==> config.mk <==
export PLATFORM = sky130hd
export DESIGN_NAME = dmem_initiator
export DESIGN_NICKNAME = d
export VERILOG_FILES = /design/src/rtl/dmem_pkg.sv /design/src/rtl/dmem_initiator.sv
export SDC_FILE = /design/constraint.sdc
export NUM_CORES = 1
export LEC_CHECK = 0
export BUFFER_PORTS_ARGS = -buffer_cell sky130_fd_sc_hd__buf_4
export CORE_MARGIN = 3
export CORE_UTILIZATION = 44
export CTS_CLUSTER_SIZE = 30
export DETAILED_ROUTE_END_ITERATION = 10
export PLACE_DENSITY_LB_ADDON = 0.3
export SKIP_LAST_GASP = 1
export SYNTH_ARGS = -nofsm -noshare
export SYNTH_HDL_FRONTEND = slang
export SYNTH_SLANG_ARGS = --single-unit
==> constraint.sdc <==
create_clock -name clk -period 2.29 [get_ports clk]
set_input_delay 0.229 -clock clk [delete_from_list [all_inputs] [get_ports clk]]
set_output_delay 0.229 -clock clk [all_outputs]
set_load 0.05 [all_outputs]
==> src/rtl/dmem_pkg.sv <==
// Shared types and sizes for the data-memory requester.
package dmem_pkg;
    localparam int AW = 15;
    localparam int DW = 48;

    typedef enum logic [1:0] {IDLE, ISSUE, WAIT, RESP} state_t;

    typedef logic [AW-1:0] addr_t;
    typedef logic [DW-1:0] word_t;
endpackage

==> src/rtl/dmem_initiator.sv <==
// Single-request load/store controller for the 32k x 48 data memory.
// Every output is a register; the comb blocks compute their next values.
module dmem_initiator
    import dmem_pkg::*;
#(
    parameter int AW      = dmem_pkg::AW,
    parameter int DW      = dmem_pkg::DW,
    parameter int TIMEOUT = 15
) (
    input  logic          clk,
    input  logic          reset,
    input  logic          req_valid,
    output logic          req_ready,
    input  logic          req_write,
    input  logic [AW-1:0] req_addr,
    input  logic [DW-1:0] req_wdata,
    output logic          rsp_valid,
    input  logic          rsp_ready,
    output logic [DW-1:0] rsp_data,
    output logic          rsp_err,
    output logic [AW-1:0] mem_addr,
    output logic          mem_read,
    output logic          mem_write,
    output logic [DW-1:0] mem_wdata,
    input  logic [DW-1:0] mem_rdata,
    input  logic          mem_done
);
    localparam int            TW   = $clog2(TIMEOUT + 1);
    localparam logic [TW-1:0] TMAX = TW'(TIMEOUT);

    state_t        state_q, state_d;
    logic [TW-1:0] timer_q, timer_d, timer_inc;
    logic          write_q, write_d;
    logic          req_ready_q, req_ready_d;
    logic          rsp_valid_q, rsp_valid_d;
    logic [DW-1:0] rsp_data_q, rsp_data_d;
    logic          rsp_err_q, rsp_err_d;
    logic [AW-1:0] mem_addr_q, mem_addr_d;
    logic          mem_read_q, mem_read_d;
    logic          mem_write_q, mem_write_d;
    logic [DW-1:0] mem_wdata_q, mem_wdata_d;

    // Saturating increment: the timer parks at TIMEOUT rather than wrapping.
    assign timer_inc = (timer_q == TMAX) ? timer_q : timer_q + TW'(1);

    always_ff @(posedge clk) begin
        if (reset) begin
            state_q     <= IDLE;
            timer_q     <= '0;
            write_q     <= 1'b0;
            req_ready_q <= 1'b1;
            rsp_valid_q <= 1'b0;
            rsp_data_q  <= '0;
            rsp_err_q   <= 1'b0;
            mem_addr_q  <= '0;
            mem_read_q  <= 1'b0;
            mem_write_q <= 1'b0;
            mem_wdata_q <= '0;
        end else begin
            state_q     <= state_d;
            timer_q     <= timer_d;
            write_q     <= write_d;
            req_ready_q <= req_ready_d;
            rsp_valid_q <= rsp_valid_d;
            rsp_data_q  <= rsp_data_d;
            rsp_err_q   <= rsp_err_d;
            mem_addr_q  <= mem_addr_d;
            mem_read_q  <= mem_read_d;
            mem_write_q <= mem_write_d;
            mem_wdata_q <= mem_wdata_d;
        end
    end

    always_comb begin
        state_d = state_q;
        case (state_q)
            IDLE:    if (req_valid) state_d = ISSUE;
            ISSUE:   state_d = WAIT;
            WAIT:    if (mem_done || timer_inc == TMAX) state_d = RESP;
            RESP:    if (rsp_ready) state_d = IDLE;
            default: state_d = IDLE;
        endcase
    end

    // The strobe is loaded on the accepting edge so it is high for the ISSUE cycle only.
    always_comb begin
        timer_d     = timer_q;
        write_d     = write_q;
        req_ready_d = req_ready_q;
        rsp_valid_d = rsp_valid_q;
        rsp_data_d  = rsp_data_q;
        rsp_err_d   = rsp_err_q;
        mem_addr_d  = mem_addr_q;
        mem_read_d  = 1'b0;
        mem_write_d = 1'b0;
        mem_wdata_d = mem_wdata_q;
        case (state_q)
            IDLE: begin
                req_ready_d = 1'b1;
                if (req_valid) begin
                    write_d     = req_write;
                    mem_addr_d  = req_addr;
                    mem_wdata_d = req_wdata;
                    req_ready_d = 1'b0;
                    mem_read_d  = !req_write;
                    mem_write_d = req_write;
                end
            end
            ISSUE: timer_d = '0;
            WAIT: begin
                if (mem_done) begin
                    rsp_data_d  = write_q ? '0 : mem_rdata;
                    rsp_err_d   = 1'b0;
                    rsp_valid_d = 1'b1;
                end else begin
                    timer_d = timer_inc;
                    if (timer_inc == TMAX) begin
                        rsp_data_d  = '0;
                        rsp_err_d   = 1'b1;
                        rsp_valid_d = 1'b1;
                    end
                end
            end
            RESP: begin
                if (rsp_ready) begin
                    rsp_valid_d = 1'b0;
                    req_ready_d = 1'b1;
                end
            end
            default: ;
        endcase
    end

    assign req_ready = req_ready_q;
    assign rsp_valid = rsp_valid_q;
    assign rsp_data  = rsp_data_q;
    assign rsp_err   = rsp_err_q;
    assign mem_addr  = mem_addr_q;
    assign mem_read  = mem_read_q;
    assign mem_write = mem_write_q;
    assign mem_wdata = mem_wdata_q;
endmodule

# Word level (Yosys, flattened, before mapping)
# Index checks and enable logic that the tools add are counted.
# totals
regBits	123
latchBits	0
ramBits	0
romBits	0
in_bits	117
out_inout_bits	116
elab_cells	56
memories	0
# op_classes
n_addsub	1
mul	0
n_div	0
n_lt_le_gt_ge	0
eq_ne	10
shifts	0
n_mux	18
bitwise_logic	2
n_reduce_logical	14
# op_table
op	count
$mux 48	3
$eq 4x4->1 const B	2
$mux 4	2
$ne 2x2->1 const B	4
$pmux 2 s4	1
$pmux 4 s2	1
$reduce_and 2->1	4
$reduce_bool 2->1	4
$mux 1	6
$mux 2	3
$reduce_and 3->1	2
$add 4x1->4 const B	1
$eq 2x2->1 const B	2
$pmux 1 s2	2
$ne 3x3->1 const B	1
$reduce_or 3->1	1
$eq 2x1->1 const B	1
$logic_not 2->1	1
$not 1->1	2
$logic_not 1->1	1
$logic_or 1x1->1	1

# Depth between registers and ports, before layout
# depth
depth_word	6
ltp_mapped	8
mapped_depth_nobuf	6

# Least setup slack after synthesis
# Ideal clock, no wire load.
# synth_path
kind	reg2reg
from	register timer_q[0]
to	register rsp_data_q[0] (netlist: rsp_data[0])
setup_time_ns	0.117
arrival_time_ns	1.595
required_time_ns	2.173
setup_slack_ns	0.578
path_stages_with_launch	8
path_buffers	2
period_less_slack_ns	1.712
cell_sequence	dfxtp_1 ha_1 nand2_2 o32ai_4 o22ai_2 buf_6 buf_6 a22o_1
# synth_between
elab_chain_cells	5
elab_cells_between_ends	6
classes_between	add/sub: 1; eq/ne: 2; mux: 1; reduce/logical: 2
# synth_lines
element	line	rtl
start, declared	dmem_initiator.sv:32	logic [TW-1:0] timer_q, timer_d, timer_inc;
start signal, assigned	dmem_initiator.sv:61	timer_q <= timer_d;
$add 4x1->4 or $eq 4x4->1 (tied branches)	dmem_initiator.sv:44	assign timer_inc = (timer_q == TMAX) ? timer_q : timer_q + TW'(1);
$mux 4 (*)	dmem_initiator.sv:44	
$eq 4x4->1 (*)	dmem_initiator.sv:117	if (timer_inc == TMAX) begin
$reduce_bool 2->1 (no source line) (*)	-	
$reduce_and 2->1 (no source line) (*)	-	
end signal, assigned	dmem_initiator.sv:65	rsp_data_q <= rsp_data_d;
end, declared	dmem_initiator.sv:36	logic [DW-1:0] rsp_data_q, rsp_data_d;
# Mark *: on every way between the ends. The rest lies on a longest branch, timed or not.
# A chain may end at the register's enable or synchronous reset.

# Final worst setup path
# layout_path
from	register timer_q[0]
to	register rsp_data_q[11] (netlist: rsp_data[11])
# Same word-level chain as after synthesis.

==> impl_results.md <==
- Fin Setup TNS: 0 ps
- Simple-gate share of the synthesized area: about 15%
- Clock Skew: around 16 ps
- Pwr Density: about 1100 nW/um^2
- Share of Yosys cell area claimed by the top area cell type: slightly below 60%
- Mapped Cells: about 460
- Total Wirelength: about 15,000 um
- ANT nets after route: 0
- Combinational share of power: about two fifths
- TritonCTS Buffers: 17
- Vias: ~4,700
- Critical path's slowest cell: dfxtp_1
- Total power: 8340 uW
- Crit share post-route: 81.5%
- ANT cells: 0
- Placement-stage cell area: 6120 um^2
- GRT Total Usage: 28.4%
- Final setup viols: 0
- Final max-slew violation count: 0
- #FFs+latches synth: ~120
- Worst path top cell family by delay: compound AO/OA/AOI/OAI gates
- Crit end category: flip-flop
- # Post-CTS Setup Buffers: 0
- Share of cells above drive strength 1: 34.7%
- Buf/Inv on CP: 1
- Psw: roughly 3300 uW
- Final hold vios: 0
- HPWL reported at the end of detailed placement: ~8700 um
- I/O pin count: 233
- Final Cell Area: 7770 um^2
- Gpl congestion: 0.785
- Die ar.: approximately 11,000 um^2
- VDD IR max: a little over 0.7 mV
- Syn avg cell area: 9.34 um^2
- Clk buf depth: 2
- CTS tree: built
- Pint: between 5000 and 6000 uW
- Core area: between 9000 and 10,000 um^2
- Nets@finish: 912
- Die Y: 104 um
- DRC errors left: 0
- Final WS setup: 423 ps
- Leakage: around 0.0035 uW
- HP Class: in -> reg
- Vias/cell: approximately 5
- Cell variety after synth: 32
- Later-pin clock latency in the skew report: 500 ps
- Vias in the first global route: 4,930
- CTS Root Cell: clkbuf_8
- Overflow after GRT: 0
- Post-place setup slack: between 400 and 500 ps
- RSZ-0062 raised after global routing: no
- Synth Area in XOR/XNOR: less than 1%
- Max incr delay on CP: ~400 ps
- Biggest area consumer among synthesized cells: dfxtp_1
- Initial antenna violation count: 0
- Initial Util: a little under half
- Ys flop type: dfxtp_1
- Drt pass-1 iters: 4
- Detailed Route Iter0 Violations: 252
- Mux cell area share after synthesis: 0.999%
- Critical path class: reg -> reg
- Crit path max fanout: 48
- Minimum clock period: between 1500 and 2000 ps
- Max_cap viols: 0
- Port Buffers: 232
- Synth area leaders: dfxtp_1, nand2_1, a22o_1
- Worst Tran Pin Value: approximately 460 ps
- Post-synthesis adder-cell area fraction: under 10%
- Relative slew margins: roughly 69%
- Sw Share: 39.7%
- Seq pwr share: between 30% and 40%
- Core Util, Final: a little over four fifths
- Largest net degree at the start of global routing: 65
- Synthesized area: about 4300 um^2
- CP Data Required Time: around 2700 ps
- Synth Warn #: 0
- Largest family of logic cells by synthesized area: compound AO/OA/AOI/OAI gates
- FP Rows: 35
- Fill cells: ~500
- Post-Syn Nets: 578
- Clock Power Share: 29.1%
- CP cell instances: ha_1 > nand2_2 > o32ai_4 > o22ai_4 > buf_12 > a22o_1
- Clk slew on worst S/H paths: 60 ps
- Sink Count: between 100 and 150
- Hold_buf cts: around 110
- Fmax: 536 MHz
- Post-synth ARST share: 0%
- Critical path data arrival time: between 2000 and 2500 ps
- Crit start category: flip-flop
- Synth Area in Compound Gates: 20.2%
- Die Width: approximately 100 um
- Area grow syn2layout: 82.4%
- First-pass GRT wire length: between 20,000 and 30,000 um
- H-tree depth: 4
- Resize count post-CTS: 0
- Sequential element share of the synthesized area: 57.8%
- Outcome: complete, no violations
- Post-synth EDFFs: 0
- WL/cell: about 17 um
## cell families after synthesis
group / Yosys count
mux: 4
flops: 123
simple gates: 159
fa+ha+maj: 5
compound gates: 126
xor+xnor: 1
buf+inv: 38
## layout by cell type (no fill, tap or decap), types with 5 or more instances in the layout
cell type / instances
nand2_1: 132
a21oi_1: 68
buf_4: 234
ha_1: 5
nand2b_1: 8
a22o_1: 48
clkbuf_16: 16
dfxtp_1: 123
dlygate4sd3_1: 111
## final cells by class
type | instances | area [um^2] | area share, %
repair buffers | 349 | 2950 | 37.9
well taps | 129 | 161 | 2.08
clock inverters | 14 | 124 | 1.59
flip-flops and latches | 123 | 2460 | 31.7
inverters | 4 | 15.0 | 0.193
clock buffers | 18 | 418 | 5.38
multi-input cells | 295 | 1640 | 21.1
## registers in the layout (all words and copies together) (netlist names)
signal     flops
rsp_valid      1
state_q        2
rsp_err        1
rsp_data      48
mem_wdata     48
write_q        1
mem_write      1
mem_read       1
mem_addr      15
timer_q        4
req_ready      1
## through the flow
step	hold slack (ps)	cells
6_report	20.5	932
3_3_place_gp	412	789
5_1_grt	11.8	932
4_1_cts	3.05	932
3_5_place_dp	419	789
2_1_floorplan	308	456
## routing by layer
| metal | vias up | share of wire, % | GRT usage [%] |
|---|---|---|---|
| met5 | - | 0 | 0 |
| met4 | 0 | 3.0 | 12.5 |
| met3 | 38 | 7.5 | 8.26 |
| met2 | 208 | 51 | 51.0 |
| met1 | 2190 | 38 | 30.9 |
| li1 | 2224 | - | - |
## cells in the mapped netlist (2+ instances only)
cell type and instances:
mux2i_1 2, clkbuf_1 19, nor2_1 4, buf_2 6, nand2_1 133, a22o_1 48
o21a_1 2, mux2_2 2, nor3_1 4, inv_1 4, nand2b_1 8, buf_1 6
nor2b_1 2, buf_6 3, o22ai_1 2, ha_1 5, dfxtp_1 123, and2_1 2
a21oi_1 68
## path summary, 6_finish.rpt
kind	from	to	slack, ps	depth (start not counted)
worst max-delay path	timer_q[0]	rsp_data[11]	420	6
worst min-delay path	req_wdata[38]	mem_wdata[38]	20	3
worst max register to register	timer_q[0]	rsp_data[11]	420	6
worst min register to register	mem_wdata[10]	mem_wdata[10]	450	2
## power groups by stage
stage / Sequential, uW / Clock, uW / Combinational [uW]
after global placement: 2710 / 0 / 2950
after global routing: 2750 / 2560 / 3400
after CTS: 2690 / 2460 / 3170
after floorplan: 3820 / 0 / 942
after detailed placement: 2730 / 0 / 3010
final: 2710 / 2420 / 3200
## worst min-delay path, stage by stage
cell and delay [ps]:
buf_4 110, nand2_1 70, a21oi_1 70
(Power assumes the default switching activity.)
